`src/rtl/vga_sync_decoder.sv`:
```
// vga_sync_decoder
// Receive side of the VGA sync/porch generator. Recovers column/row counts
// from an active-low HSync/VSync stream, measures every line and frame
// against the configured timing, declares lock after LOCK_FRAMES good frames
// and marks the active region. All outputs are registered: the values after
// clock edge N describe the syncs and video sampled at edge N.
//
// Optional feature, macro VGA_SYNC_DECODER_BLANK_EN:
//   defined   - video outputs are forced to 0 whenever o_Active is 0
//   undefined - video outputs are the input video delayed one clock
module vga_sync_decoder #(
  parameter int VIDEO_WIDTH      = 3,
  parameter int TOTAL_COLS       = 800,
  parameter int TOTAL_ROWS       = 525,
  parameter int ACTIVE_COLS      = 640,
  parameter int ACTIVE_ROWS      = 480,
  parameter int FRONT_PORCH_HORZ = 10,
  parameter int FRONT_PORCH_VERT = 4,
  parameter int LOCK_FRAMES      = 2
) (
  input  logic                   i_Clk,
  input  logic                   i_Rst_L,
  input  logic                   i_HSync,
  input  logic                   i_VSync,
  input  logic [VIDEO_WIDTH-1:0] i_Red_Video,
  input  logic [VIDEO_WIDTH-1:0] i_Grn_Video,
  input  logic [VIDEO_WIDTH-1:0] i_Blu_Video,
  output logic [9:0]             o_Col_Count,
  output logic [9:0]             o_Row_Count,
  output logic                   o_Active,
  output logic                   o_Frame_Start,
  output logic                   o_Locked,
  output logic [VIDEO_WIDTH-1:0] o_Red_Video,
  output logic [VIDEO_WIDTH-1:0] o_Grn_Video,
  output logic [VIDEO_WIDTH-1:0] o_Blu_Video
);

  // Sync falls happen at fixed positions, so the counters are reloaded there.
  localparam logic [9:0]  COL_LAST    = 10'(TOTAL_COLS - 1);
  localparam logic [9:0]  ROW_LAST    = 10'(TOTAL_ROWS - 1);
  localparam logic [9:0]  COL_LOAD    = 10'(ACTIVE_COLS + FRONT_PORCH_HORZ);
  localparam logic [9:0]  ROW_LOAD    = 10'(ACTIVE_ROWS + FRONT_PORCH_VERT);
  localparam logic [9:0]  COL_ACTIVE  = 10'(ACTIVE_COLS);
  localparam logic [9:0]  ROW_ACTIVE  = 10'(ACTIVE_ROWS);
  localparam logic [11:0] LINE_GOOD   = 12'(TOTAL_COLS);
  localparam logic [11:0] WDOG_LAST   = 12'(2 * TOTAL_COLS - 1);
  localparam logic [11:0] LINES_GOOD  = 12'(TOTAL_ROWS);
  localparam logic [3:0]  LOCK_TARGET = 4'(LOCK_FRAMES);

  logic                   r_HSync_Prev, r_VSync_Prev;
  logic [11:0]            r_Line_Len;
  logic [11:0]            r_Lines;
  logic                   r_Bad;
  logic                   r_Seen;
  logic [3:0]             r_Good_Frames;

  logic                   w_HFall, w_VFall, w_Col_Wrap;
  logic [9:0]             w_Col_Next, w_Row_Next;
  logic                   w_Line_Bad, w_Wdog_Trip, w_Frame_Good;
  logic [11:0]            w_Line_Len_Next, w_Lines_Incl, w_Lines_Next;
  logic                   w_Bad_Next, w_Seen_Next, w_Locked_Next;
  logic [3:0]             w_Good_Next;
  logic                   w_Active_Next, w_Frame_Start_Next;
  logic [VIDEO_WIDTH-1:0] w_Red_Next, w_Grn_Next, w_Blu_Next;

  // Sync edge detection and the free-running column/row counters.
  always_comb begin
    w_HFall    = !i_HSync && r_HSync_Prev;
    w_VFall    = !i_VSync && r_VSync_Prev;
    w_Col_Wrap = 1'b0;
    w_Col_Next = o_Col_Count + 10'd1;
    w_Row_Next = o_Row_Count;
    if (w_HFall) begin
      w_Col_Next = COL_LOAD;
    end else if (o_Col_Count == COL_LAST) begin
      w_Col_Next = '0;
      w_Col_Wrap = 1'b1;
    end
    if (w_VFall) begin
      w_Row_Next = ROW_LOAD;
    end else if (w_Col_Wrap) begin
      w_Row_Next = (o_Row_Count == ROW_LAST) ? '0 : o_Row_Count + 10'd1;
    end
  end

  // Line/frame measurement, watchdog and lock qualification. The line check
  // of a coincident HFall is folded in before the frame is judged.
  always_comb begin
    w_Line_Bad      = w_HFall && r_Seen && ((r_Line_Len + 12'd1) != LINE_GOOD);
    w_Line_Len_Next = r_Line_Len;
    if (w_HFall) begin
      w_Line_Len_Next = '0;
    end else if (r_Line_Len != 12'hFFF) begin
      w_Line_Len_Next = r_Line_Len + 12'd1;
    end
    w_Wdog_Trip  = !w_HFall && (r_Line_Len == WDOG_LAST);
    w_Lines_Incl = r_Lines;
    if (w_HFall && (r_Lines != 12'hFFF)) begin
      w_Lines_Incl = r_Lines + 12'd1;
    end
    w_Bad_Next    = r_Bad | w_Line_Bad;
    w_Seen_Next   = r_Seen;
    w_Good_Next   = r_Good_Frames;
    w_Lines_Next  = w_Lines_Incl;
    w_Locked_Next = o_Locked && !w_Line_Bad;
    w_Frame_Good  = r_Seen && !w_Bad_Next && (w_Lines_Incl == LINES_GOOD);
    if (w_VFall) begin
      if (w_Frame_Good) begin
        if (r_Good_Frames != LOCK_TARGET) begin
          w_Good_Next = r_Good_Frames + 4'd1;
        end
        if (w_Good_Next == LOCK_TARGET) begin
          w_Locked_Next = 1'b1;
        end
      end else begin
        w_Good_Next   = '0;
        w_Locked_Next = 1'b0;
      end
      w_Seen_Next  = 1'b1;
      w_Bad_Next   = 1'b0;
      w_Lines_Next = '0;
    end
    // A missing HSync drops everything and forces a fresh reference frame.
    if (w_Wdog_Trip) begin
      w_Locked_Next = 1'b0;
      w_Good_Next   = '0;
      w_Seen_Next   = 1'b0;
      w_Bad_Next    = 1'b1;
    end
  end

  // Region flags and video, computed from the next-state counts and lock.
  always_comb begin
    w_Active_Next      = w_Locked_Next && (w_Col_Next < COL_ACTIVE) &&
                         (w_Row_Next < ROW_ACTIVE);
    w_Frame_Start_Next = w_Locked_Next && (w_Col_Next == '0) && (w_Row_Next == '0);
`ifdef VGA_SYNC_DECODER_BLANK_EN
    w_Red_Next = w_Active_Next ? i_Red_Video : '0;
    w_Grn_Next = w_Active_Next ? i_Grn_Video : '0;
    w_Blu_Next = w_Active_Next ? i_Blu_Video : '0;
`else
    w_Red_Next = i_Red_Video;
    w_Grn_Next = i_Grn_Video;
    w_Blu_Next = i_Blu_Video;
`endif
  end

  // State and output registers.
  always_ff @(posedge i_Clk or negedge i_Rst_L) begin
    if (!i_Rst_L) begin
      r_HSync_Prev  <= 1'b1;
      r_VSync_Prev  <= 1'b1;
      r_Line_Len    <= '0;
      r_Lines       <= '0;
      r_Bad         <= 1'b0;
      r_Seen        <= 1'b0;
      r_Good_Frames <= '0;
      o_Col_Count   <= '0;
      o_Row_Count   <= '0;
      o_Active      <= 1'b0;
      o_Frame_Start <= 1'b0;
      o_Locked      <= 1'b0;
      o_Red_Video   <= '0;
      o_Grn_Video   <= '0;
      o_Blu_Video   <= '0;
    end else begin
      r_HSync_Prev  <= i_HSync;
      r_VSync_Prev  <= i_VSync;
      r_Line_Len    <= w_Line_Len_Next;
      r_Lines       <= w_Lines_Next;
      r_Bad         <= w_Bad_Next;
      r_Seen        <= w_Seen_Next;
      r_Good_Frames <= w_Good_Next;
      o_Col_Count   <= w_Col_Next;
      o_Row_Count   <= w_Row_Next;
      o_Active      <= w_Active_Next;
      o_Frame_Start <= w_Frame_Start_Next;
      o_Locked      <= w_Locked_Next;
      o_Red_Video   <= w_Red_Next;
      o_Grn_Video   <= w_Grn_Next;
      o_Blu_Video   <= w_Blu_Next;
    end
  end

endmodule

```
`config.mk`:
```
export PLATFORM = sky130hd
export DESIGN_NAME = vga_sync_decoder
export DESIGN_NICKNAME = d
export VERILOG_FILES = /design/src/rtl/vga_sync_decoder.sv
export SDC_FILE = /design/constraint.sdc
export NUM_CORES = 1
export LEC_CHECK = 0
export CAP_MARGIN = 20
export CORE_UTILIZATION = 55
export CTS_BUF_LIST = sky130_fd_sc_hd__clkbuf_8 sky130_fd_sc_hd__clkbuf_16
export DETAILED_ROUTE_END_ITERATION = 7
export PLACE_DENSITY = 0.79
export SLEW_MARGIN = 20
export SYNTH_ARGS = -nofsm -noshare
export SYNTH_HDL_FRONTEND = slang
export SYNTH_SLANG_ARGS = --single-unit
```
`constraint.sdc`:
```
create_clock -name i_Clk -period 3 [get_ports i_Clk]
set_input_delay 0.9 -clock i_Clk [delete_from_list [all_inputs] [get_ports i_Clk]]
set_output_delay 0.9 -clock i_Clk [all_outputs]
set_load 0.01 [all_outputs]
```
Word-level counts from Yosys, hierarchy flattened
Cells that the tools add are included.
W data, S select, Z words.
{ "totals": {"register_bits": 64, "input_bits": 13, "out_inout_bits": 32, "word_cells": 79} }
{ "op_classes": {"addsub": 5, "n_lt_le_gt_ge": 2, "n_eq_ne": 9, "n_mux": 25, "bitwise": 1, "n_reduce_logical": 22} }
{ "op_table": {"columns": ["op", "n"], "rows": [
  ["$mux W10", 5],
  ["$mux W12", 4],
  ["$add A12 B1 Y12 const B", 2],
  ["$mux W4", 6],
  ["$ne A12 B12 Y1 const B", 2],
  ["$add A10 B1 Y10 const B", 2],
  ["$eq A10 B10 Y1 const B", 2],
  ["$logic_not A10 Y1", 2],
  ["$logic_and A1 B1 Y1", 13],
  ["$eq A12 B10 Y1 const B", 1],
  ["$eq A12 B11 Y1 const B", 1],
  ["$ne A12 B10 Y1 const B", 1],
  ["$lt A10 B10 Y1 const B", 1],
  ["$lt A10 B9 Y1 const B", 1],
  ["$mux W1", 10],
  ["$logic_not A1 Y1", 5],
  ["$add A4 B1 Y4 const B", 1],
  ["$eq A4 B2 Y1 const B", 1],
  ["$ne A4 B2 Y1 const B", 1],
  ["$reduce_bool A2 Y1", 2],
  ["$or A1 B1 Y1", 1]
]} }

Longest topological paths before layout
Gate-level depths: netlist of the first run.
{ "depth": {"word_depth": 17, "ltp_mapped": 11, "mapped_depth_nobuf": 10} }

Worst setup path before layout of the first run
Ideal clock, no wire load.
{ "synth_path": {"kind": "input to register", "from": "input i_HSync", "to": "register o_Frame_Start", "setup_time_ns": 0.121, "arrival_time_ns": 2.665, "required_time_ns": 2.879, "setup_slack_ns": 0.214, "cell_stages": 8, "path_buffers": 0, "path_cell_list": "nand2b_1 or3_1 a31oi_1 o21ai_1 a311oi_2 nor4_4 o221a_4 and4b_1"} }
{ "synth_between": {"elab_chain_cells": 13} }
{ "synth_rtl": {"columns": ["element", "line_no", "source"], "rows": [
  ["start, declared", "23", "input logic i_HSync,"],
  ["$logic_not A1 Y1 *", "68", "w_HFall = !i_HSync && r_HSync_Prev;"],
  ["$logic_and A1 B1 Y1 *", "68", null],
  ["branches (longest 8 deep; another with $mux W12)", null, null],
  ["$mux W1 *", "124", "if (w_Wdog_Trip) begin"],
  ["named net w_Locked_Next", "61", "logic w_Bad_Next, w_Seen_Next, w_Locked_Next;"],
  ["$logic_and A1 B1 Y1 * (2 in a row)", "136", "w_Frame_Start_Next = w_Locked_Next && (w_Col_Next == '0) && (w_Row_Next == '0);"],
  ["named net w_Frame_Start_Next", "63", "logic w_Active_Next, w_Frame_Start_Next;"],
  ["end signal, assigned", "177", "o_Frame_Start <= w_Frame_Start_Next;"],
  ["end, declared", "31", "output logic o_Frame_Start,"]
]} }
Mark *: on every way through the listed nets, which the timed path passes.
A chain may end at the register's enable or synchronous reset.

Worst setup path in the final report of the first run
{ "layout_path": {"from": "input i_HSync", "to": "register r_Good_Frames[3]"} }
{ "layout_between": {"elab_chain_cells": 11} }
{ "layout_rtl": {"columns": ["element", "line_no", "source"], "rows": [
  ["$logic_not A1 Y1 *", "68", null],
  ["$logic_and A1 B1 Y1 *", "68", null],
  ["branches (longest 9 deep; another with $mux W12)", null, null],
  ["end signal, assigned", "173", "r_Good_Frames <= w_Good_Next;"],
  ["end, declared", "55", "logic [3:0] r_Good_Frames;"]
]} }
Every way passes the cells marked *. The select of a mux whose other input is x is not followed.

==> results.txt, run 1 <==
status = complete, but fails checks
failing checks = DRC
worst-margin pin slew = 654 ps
Cell variety after synth = 69
Nets = 473
final setup vio count = 0
RSZ-0062 raised after global routing = no
number of remaining DRC errors = 12
CP endpoint kind = flop
row cnt = 29
CP Max Fanout = 12
final instance area = 4550 um2
Vias = 3178
gp weighted congestion = 0.946
# clock sinks = 64
overall routing resource usage = 25.6%
kind of critical path = input pin to flop
die area = 7050 um2
share of the synthesized area in the top cell type = 42.0%
H-Tree Depth = 3
Synth Register Bits = 64
slowest stage cell on the critical path = a2111oi_4
Critical R2R Launch = o_Col_Count[1]
worst path cell trace = dlymetal6s2s_1 > nand2b_4 > buf_4 > a2111oi_4 > nand3_1 > o31ai_1 > nand4_1 > nor4_4 > buf_4 > nand3_1 > a31oi_1
Slew HR = 56.0%
vias in the first global route = 3053
later-pin clock latency in the skew report = 350 ps
Net Count, Synth = 413
IR Drop Worst-Case VDD = 404 uV
Post-DRT Antenna Nets = 0
CP startpoint = i_HSync
most frequent cell after synthesis = dfrtp_1
Layout area overhead = 23.1%
CP Data Arrival Time = 2970 ps
share of the yosys chip area belonging to registers = 43.4%
final period utilization = 90.2%
P per Cell Area = 489 nW/um2
Synthesis Warnings = 0
r2r setup slk = 360 ps
first-pass GRT wire length = 14300 um
drt total wl = 8410 um
antenna cells = 0
largest net degree at the start of global routing = 65
synthesized cell area = 3690 um2
port bufs = 44
core area = 6420 um2
Slew Limit Fails = 0
IO Pins = 45
Cells after Synth = 392
Hold Fails Final Rpt = 0
Mean Syn Cell Area = 9.43 um2
Pre-Repair DR Iteration Count = 8
worst stage delay on the critical path = 370 ps
post-detail-place hpwl = 5750 um
CTS tree = yes
clk slew on worst S/H paths = 70 ps
Async SR Flop Fraction = 100%
dpl cell area = 4290 um2
number of enable flip-flop cells after synthesis = 0
Num CTS Buffers = 9
TNS Setup = 0 ps
Hold Path Class = input pin to asynchronous set/reset pin
Clock Skew = 6.12 ps
Max-cap violations = 0
fmax = 370 MHz
Synth area leader = dfrtp_1
Max Buffers Root-to-Sink = 2
commonest cells in the netlist = dfrtp_1, nor2_1, nand2_1
fin crit period = 2710 ps
Critical Path RT = 3270 ps
antenna violations before repair = 0
grt ovf = 0
die width = 84.0 um
WL per Instance = 15.7 um
Die H = 84.0 um
drt via density = 5.95
Root Buffer = clkbuf_8
top cells by area, synth = dfrtp_1, xnor2_1, nor2_1
Initial Util = 57.5%
DRT iter0 DRCs = 226
Lkg Pwr = 1.86 nW
Startpoint Class = input pin
layout cells sized above 1 = 16.6%
Main synth FF type = dfrtp_1
-- where the power goes --
part / switching (mW) / total [mW] / leakage [nW] / internal [mW]
combinational: 0.184 / 0.374 / 0.944 / 0.191
sequential: 0.102 / 1.03 / 0.804 / 0.926
clock: 0.339 / 0.824 / 0.112 / 0.486
total: 0.624 / 2.23 / 1.86 / 1.60
-- critical path: cells and delay by family --
family	cells	cell delay [ps]
buffers and inverters	3	520
AO/OA/AOI/OAI	3	640
AND/OR/NAND/NOR	5	900
-- layout make-up --
type | instances | area, um2
clock buffers | 10 | 138
clock inverters | 6 | 82.6
fillers | 503 | 1870
inverters | 14 | 52.6
multi-input cells | 293 | 1930
flip-flops and latches | 64 | 1600
well taps | 77 | 96.3
repair buffers | 70 | 649
-- flip-flops by register name, indices dropped and copies added (netlist names), 3 cells and up --
| signal | cells |
|---|---|
| r_Good_Frames | 4 |
| o_Red_Video | 3 |
| o_Col_Count | 10 |
| o_Row_Count | 10 |
| o_Blu_Video | 3 |
| r_Lines | 12 |
| r_Line_Len | 12 |
| o_Grn_Video | 3 |
-- through the flow --
step | setup slack (ps) | util (%) | hold slack [ps] | total power [mW] | instances
global route | 102 | 70.8 | 585 | 2.33 | 534
detailed placement | -361 | 66.7 | 545 | 1.41 | 516
global placement | -279 | 66.7 | 534 | 1.40 | 516
CTS | 18.2 | 70.2 | 555 | 2.24 | 532
floorplan | 214 | - | 504 | 1.28 | 392
finish | 294 | 70.8 | 543 | 2.23 | 534
-- placed cells by master, fill, tap and decap left out, types with 4 or more instances in the layout --
cell	instances
clkbuf_8	10
dfrtp_1	62
clkdlybuf4s50_1	42
o31ai_1	5
o21ai_0	12
xnor2_1	19
or3_1	4
a21oi_1	20
buf_4	24
nor2_1	37
and2_1	4
and3_1	7
mux2i_1	5
nor2b_1	6
xor2_1	11
inv_1	14
nand4_1	12
nor3_1	21
nand2_1	32
nand3_1	23
ha_1	8
-- path summary, 6_finish.rpt --
path	to	cells after the start
max in group asynchronous	r_VSync_Prev	2
setup reg to reg	o_Active	10
min in group i_Clk	o_Col_Count[0]	1
hold / removal	o_Blu_Video[1]	2
hold reg to reg	o_Col_Count[0]	1
setup / recovery	r_Good_Frames[3]	11
-- kinds of logic after synthesis --
kind of cell / Yosys count / share of synthesized area (%)
AOI/OAI and AO/OA: 65 / 12.6
xor gates and xnor gates: 30 / 7.11
adders and majority gates: 8 / 2.71
buffers and inverters: 35 / 5.01
DFF: 64 / 43.4
muxes: 7 / 1.96
and+or+nand+nor: 183 / 27.2
-- per-layer routing --
layer	global-route usage [%]	wire length [um]	part of all wire [%]
met3	4.55	474	5.6
met1	33.4	3840	46
met2	41.3	3930	47
met5	0	0	0
met4	12.1	166	2.0
-- timing repair --
action                     4_1_cts  5_1_grt
pin swaps                        1        5
hold buffers                     0        0
setup endpoints to repair        1        6
gates resized for setup          0        6
buffers inserted                 0        2
Note: power is estimated with default switching activity, not from simulation.
==> run 2: changes to the inputs <==
--- a/config.mk
+++ b/config.mk
@@ -8,9 +8,10 @@
 export CAP_MARGIN = 20
 export CORE_UTILIZATION = 55
 export CTS_BUF_LIST = sky130_fd_sc_hd__clkbuf_8 sky130_fd_sc_hd__clkbuf_16
+export CTS_CLUSTER_SIZE = 20
 export DETAILED_ROUTE_END_ITERATION = 7
 export PLACE_DENSITY = 0.79
-export SLEW_MARGIN = 20
+export SLEW_MARGIN = 25
 export SYNTH_ARGS = -nofsm -noshare
 export SYNTH_HDL_FRONTEND = slang
 export SYNTH_SLANG_ARGS = --single-unit
==> results of run 2 <==
The final DEF is identical to that of run 1; final timing and power are the same.
==> run 3: changes to the inputs <==
--- a/config.mk
+++ b/config.mk
@@ -6,6 +6,7 @@
 export NUM_CORES = 1
 export LEC_CHECK = 0
 export CAP_MARGIN = 20
+export CORE_ASPECT_RATIO = 0.6
 export CORE_UTILIZATION = 55
 export CTS_BUF_LIST = sky130_fd_sc_hd__clkbuf_8 sky130_fd_sc_hd__clkbuf_16
 export CTS_CLUSTER_SIZE = 20
==> run 3 against run 2 <==
Utilization grew 1.1 points. Combinational power rose by 3%. The flow now finishes without violations. Sequential power about the same. Routed wire length is 8.2% higher. Design area is 0.30% lower. Die area grew 0.15%. Register-to-register slack got worse by 80 ps. Worst setup slack got worse by 11 ps. First-iteration DRC count fell by 17%.
==> results.txt, run 3 (same netlist as run 1, synthesis figures left out) <==
CP endpoint kind = flop
status = finished clean
overall routing resource usage = 27.6% (+2.1 points)
die area = 7060 um2 (+0.15%)
Lkg Pwr = 1.86 nW (+0.23%)
kind of critical path = flop to flop
Critical Path RT = 3270 ps (about the same)
most common cell after layout, fill and taps aside = dfrtp_1
CTS tree = yes
grt ovf = 0 (unchanged)
Top Registers = r_Line_Len (12), r_Lines (12)
placed insts = 525 (+1.7%)
DRT iter0 DRCs = 187 (-17%)
P_sw = 0.624 mW (about the same)
Cell Count, Final, Fillers Out = 544 (+1.9%)
reg2reg path depth = 9 (-1)
antenna violations before repair = 0 (unchanged)
worst-margin pin slew = 600 ps (-54.2 ps)
die width = 108 um (+28%)
RSZ-0062 raised after global routing = no
fmax = 368 MHz (-0.40%)
Pre-Repair DR Iteration Count = 5 (-3)
drt via density = 5.94 (-0.23%)
Layout area overhead = 22.7%
antenna cells = 0 (unchanged)
dpl cell area = 4300 um2 (+0.26%)
gp weighted congestion = 0.867 (-8.3%)
largest net degree at the start of global routing = 26 (-60%)
layout cells sized above 1 = 17.6% (+0.98 points)
CP Data Arrival Time = 2980 ps (about the same)
post-detail-place hpwl = 6380 um (+11%)
clk slew on worst S/H paths = 70 ps (about the same)
Die H = 65.5 um (-22%)
Startpoint Class = flop
final instance area = 4530 um2 (-0.30%)
number of remaining DRC errors = 0 (-12)
drt total wl = 9100 um (+8.2%)
Clk pwr share = 30.2% (-6.8 points)
Seq pwr share = 50.8% (+4.6 points)
Root Buffer = clkbuf_8
Num CTS Buffers = 9 (unchanged)
fin crit period = 2720 ps (+10.9 ps)
IO Pins = 45 (unchanged)
port bufs = 44 (unchanged)
final period utilization = 90.6% (+0.36 points)
final setup vio count = 0 (unchanged)
Hold Path Class = input pin to asynchronous set/reset pin
switching share of power = 30.8% (+2.7 points)
# clock sinks = 64 (unchanged)
CP Max Fanout = 12 (unchanged)
core area = 6300 um2 (-1.9%)
Nets = 476 (+0.63%)
Clock Skew = 15.1 ps (+8.99 ps)
reg2reg end = r_Good_Frames[3]
H-Tree Depth = 3 (unchanged)
Max-cap violations = 0 (unchanged)
Critical R2R Launch = r_Line_Len[0]
Slew HR = 59.7% (+3.6 points)
Internal = 1.40 mW (-12%)
P per Cell Area = 447 nW/um2 (-8.7%)
vias in the first global route = 2913 (-4.6%)
row cnt = 22 (-24%)
commonest cells after routing, fill and taps aside = dfrtp_1, clkdlybuf4s50_1, nor2_1
setup ws final = 283 ps (-10.9 ps)
Initial Util = 58.6% (+1.1 points)
Slew Limit Fails = 0 (unchanged)
WL per Instance = 16.7 um (+6.2%)
IR Drop Worst-Case VDD = 381 uV (-5.8%)
Vias = 3230 (+1.6%)
Hold Fails Final Rpt = 0 (unchanged)
Layout Utilization = 71.9% (+1.1 points)
Max Buffers Root-to-Sink = 2 (unchanged)
pre-CTS setup slack = -342 ps (+18.1 ps)
Post-DRT Antenna Nets = 0 (unchanged)
r2r setup slk = 280 ps (-80 ps)
later-pin clock latency in the skew report = 360 ps (about the same)
first-pass GRT wire length = 14500 um (+1.3%)
Comb pwr share = 19.0% (+2.2 points)
==> run 3: final cells by class <==
class,instances,area (um2)
Fill cell,468,1770
Multi-Input combinational cell,293,1950
Inverter,14,52.6
Sequential cell,64,1600
Tap cell,84,105
Clock inverter,7,33.8
Timing Repair Buffer,73,661
Clock buffer,9,124
==> run 3: per-stage QoR <==
step | total power [mW] | setup TNS (ps) | hold WS [ps]
2_1_floorplan | 1.28 | 0 | 504
3_3_place_gp | 1.40 | -1550 | 544
3_5_place_dp | 1.42 | -2020 | 555
4_1_cts | 2.03 | 0 | 539
5_1_grt | 2.14 | 0 | 558
6_report | 2.03 | 0 | 533
==> run 3: per-layer routing <==
layer / vias up / part of all wire, % / track usage, %
li1: 1521 / - / -
met1: 1576 / 49 / 41.1
met2: 124 / 43 / 38.6
met3: 9 / 6.9 / 8.33
met4: 0 / 0.93 / 7.71
met5: - / 0 / 0
==> run 3: how the worst max path moves through the flow <==
stage | to | slack, ps | cells after the start | start
CTS | r_Good_Frames[3] | 4 | 11 | i_HSync
global placement | o_Frame_Start | -280 | 9 | i_HSync
global route | r_Good_Frames[3] | 100 | 10 | r_Line_Len[0]
floorplan | o_Frame_Start | 210 | 8 | i_HSync
finish | r_Good_Frames[3] | 280 | 9 | r_Line_Len[0]
detailed placement | o_Frame_Start | -340 | 9 | i_HSync
==> run 3: power by group through the flow <==
stage	Combinational [mW]	Clock, mW	Sequential [mW]
2_1_floorplan	0.275	0	1.01
3_3_place_gp	0.365	0	1.04
3_5_place_dp	0.377	0	1.04
4_1_cts	0.380	0.628	1.03
5_1_grt	0.425	0.674	1.04
6_report	0.385	0.613	1.03
==> run 3: critical path: stages (launching register included) <==
cell and delay (ps):
dfrtp_1 460, ha_1 370, or2_2 360, o22ai_1 210
nand4b_1 120, o31a_1 300, nor4_4 330, buf_4 190
nand3_1 100, a31oi_2 190
==> run 3: repair_timing <==
item	4_1_cts	5_1_grt
buffers inserted	0	2
gates resized for setup	0	13
hold buffers	0	0
cloned	0	1
pin swaps	2	5
endpoints found under the hold margin	0	0
setup endpoints to repair	1	5
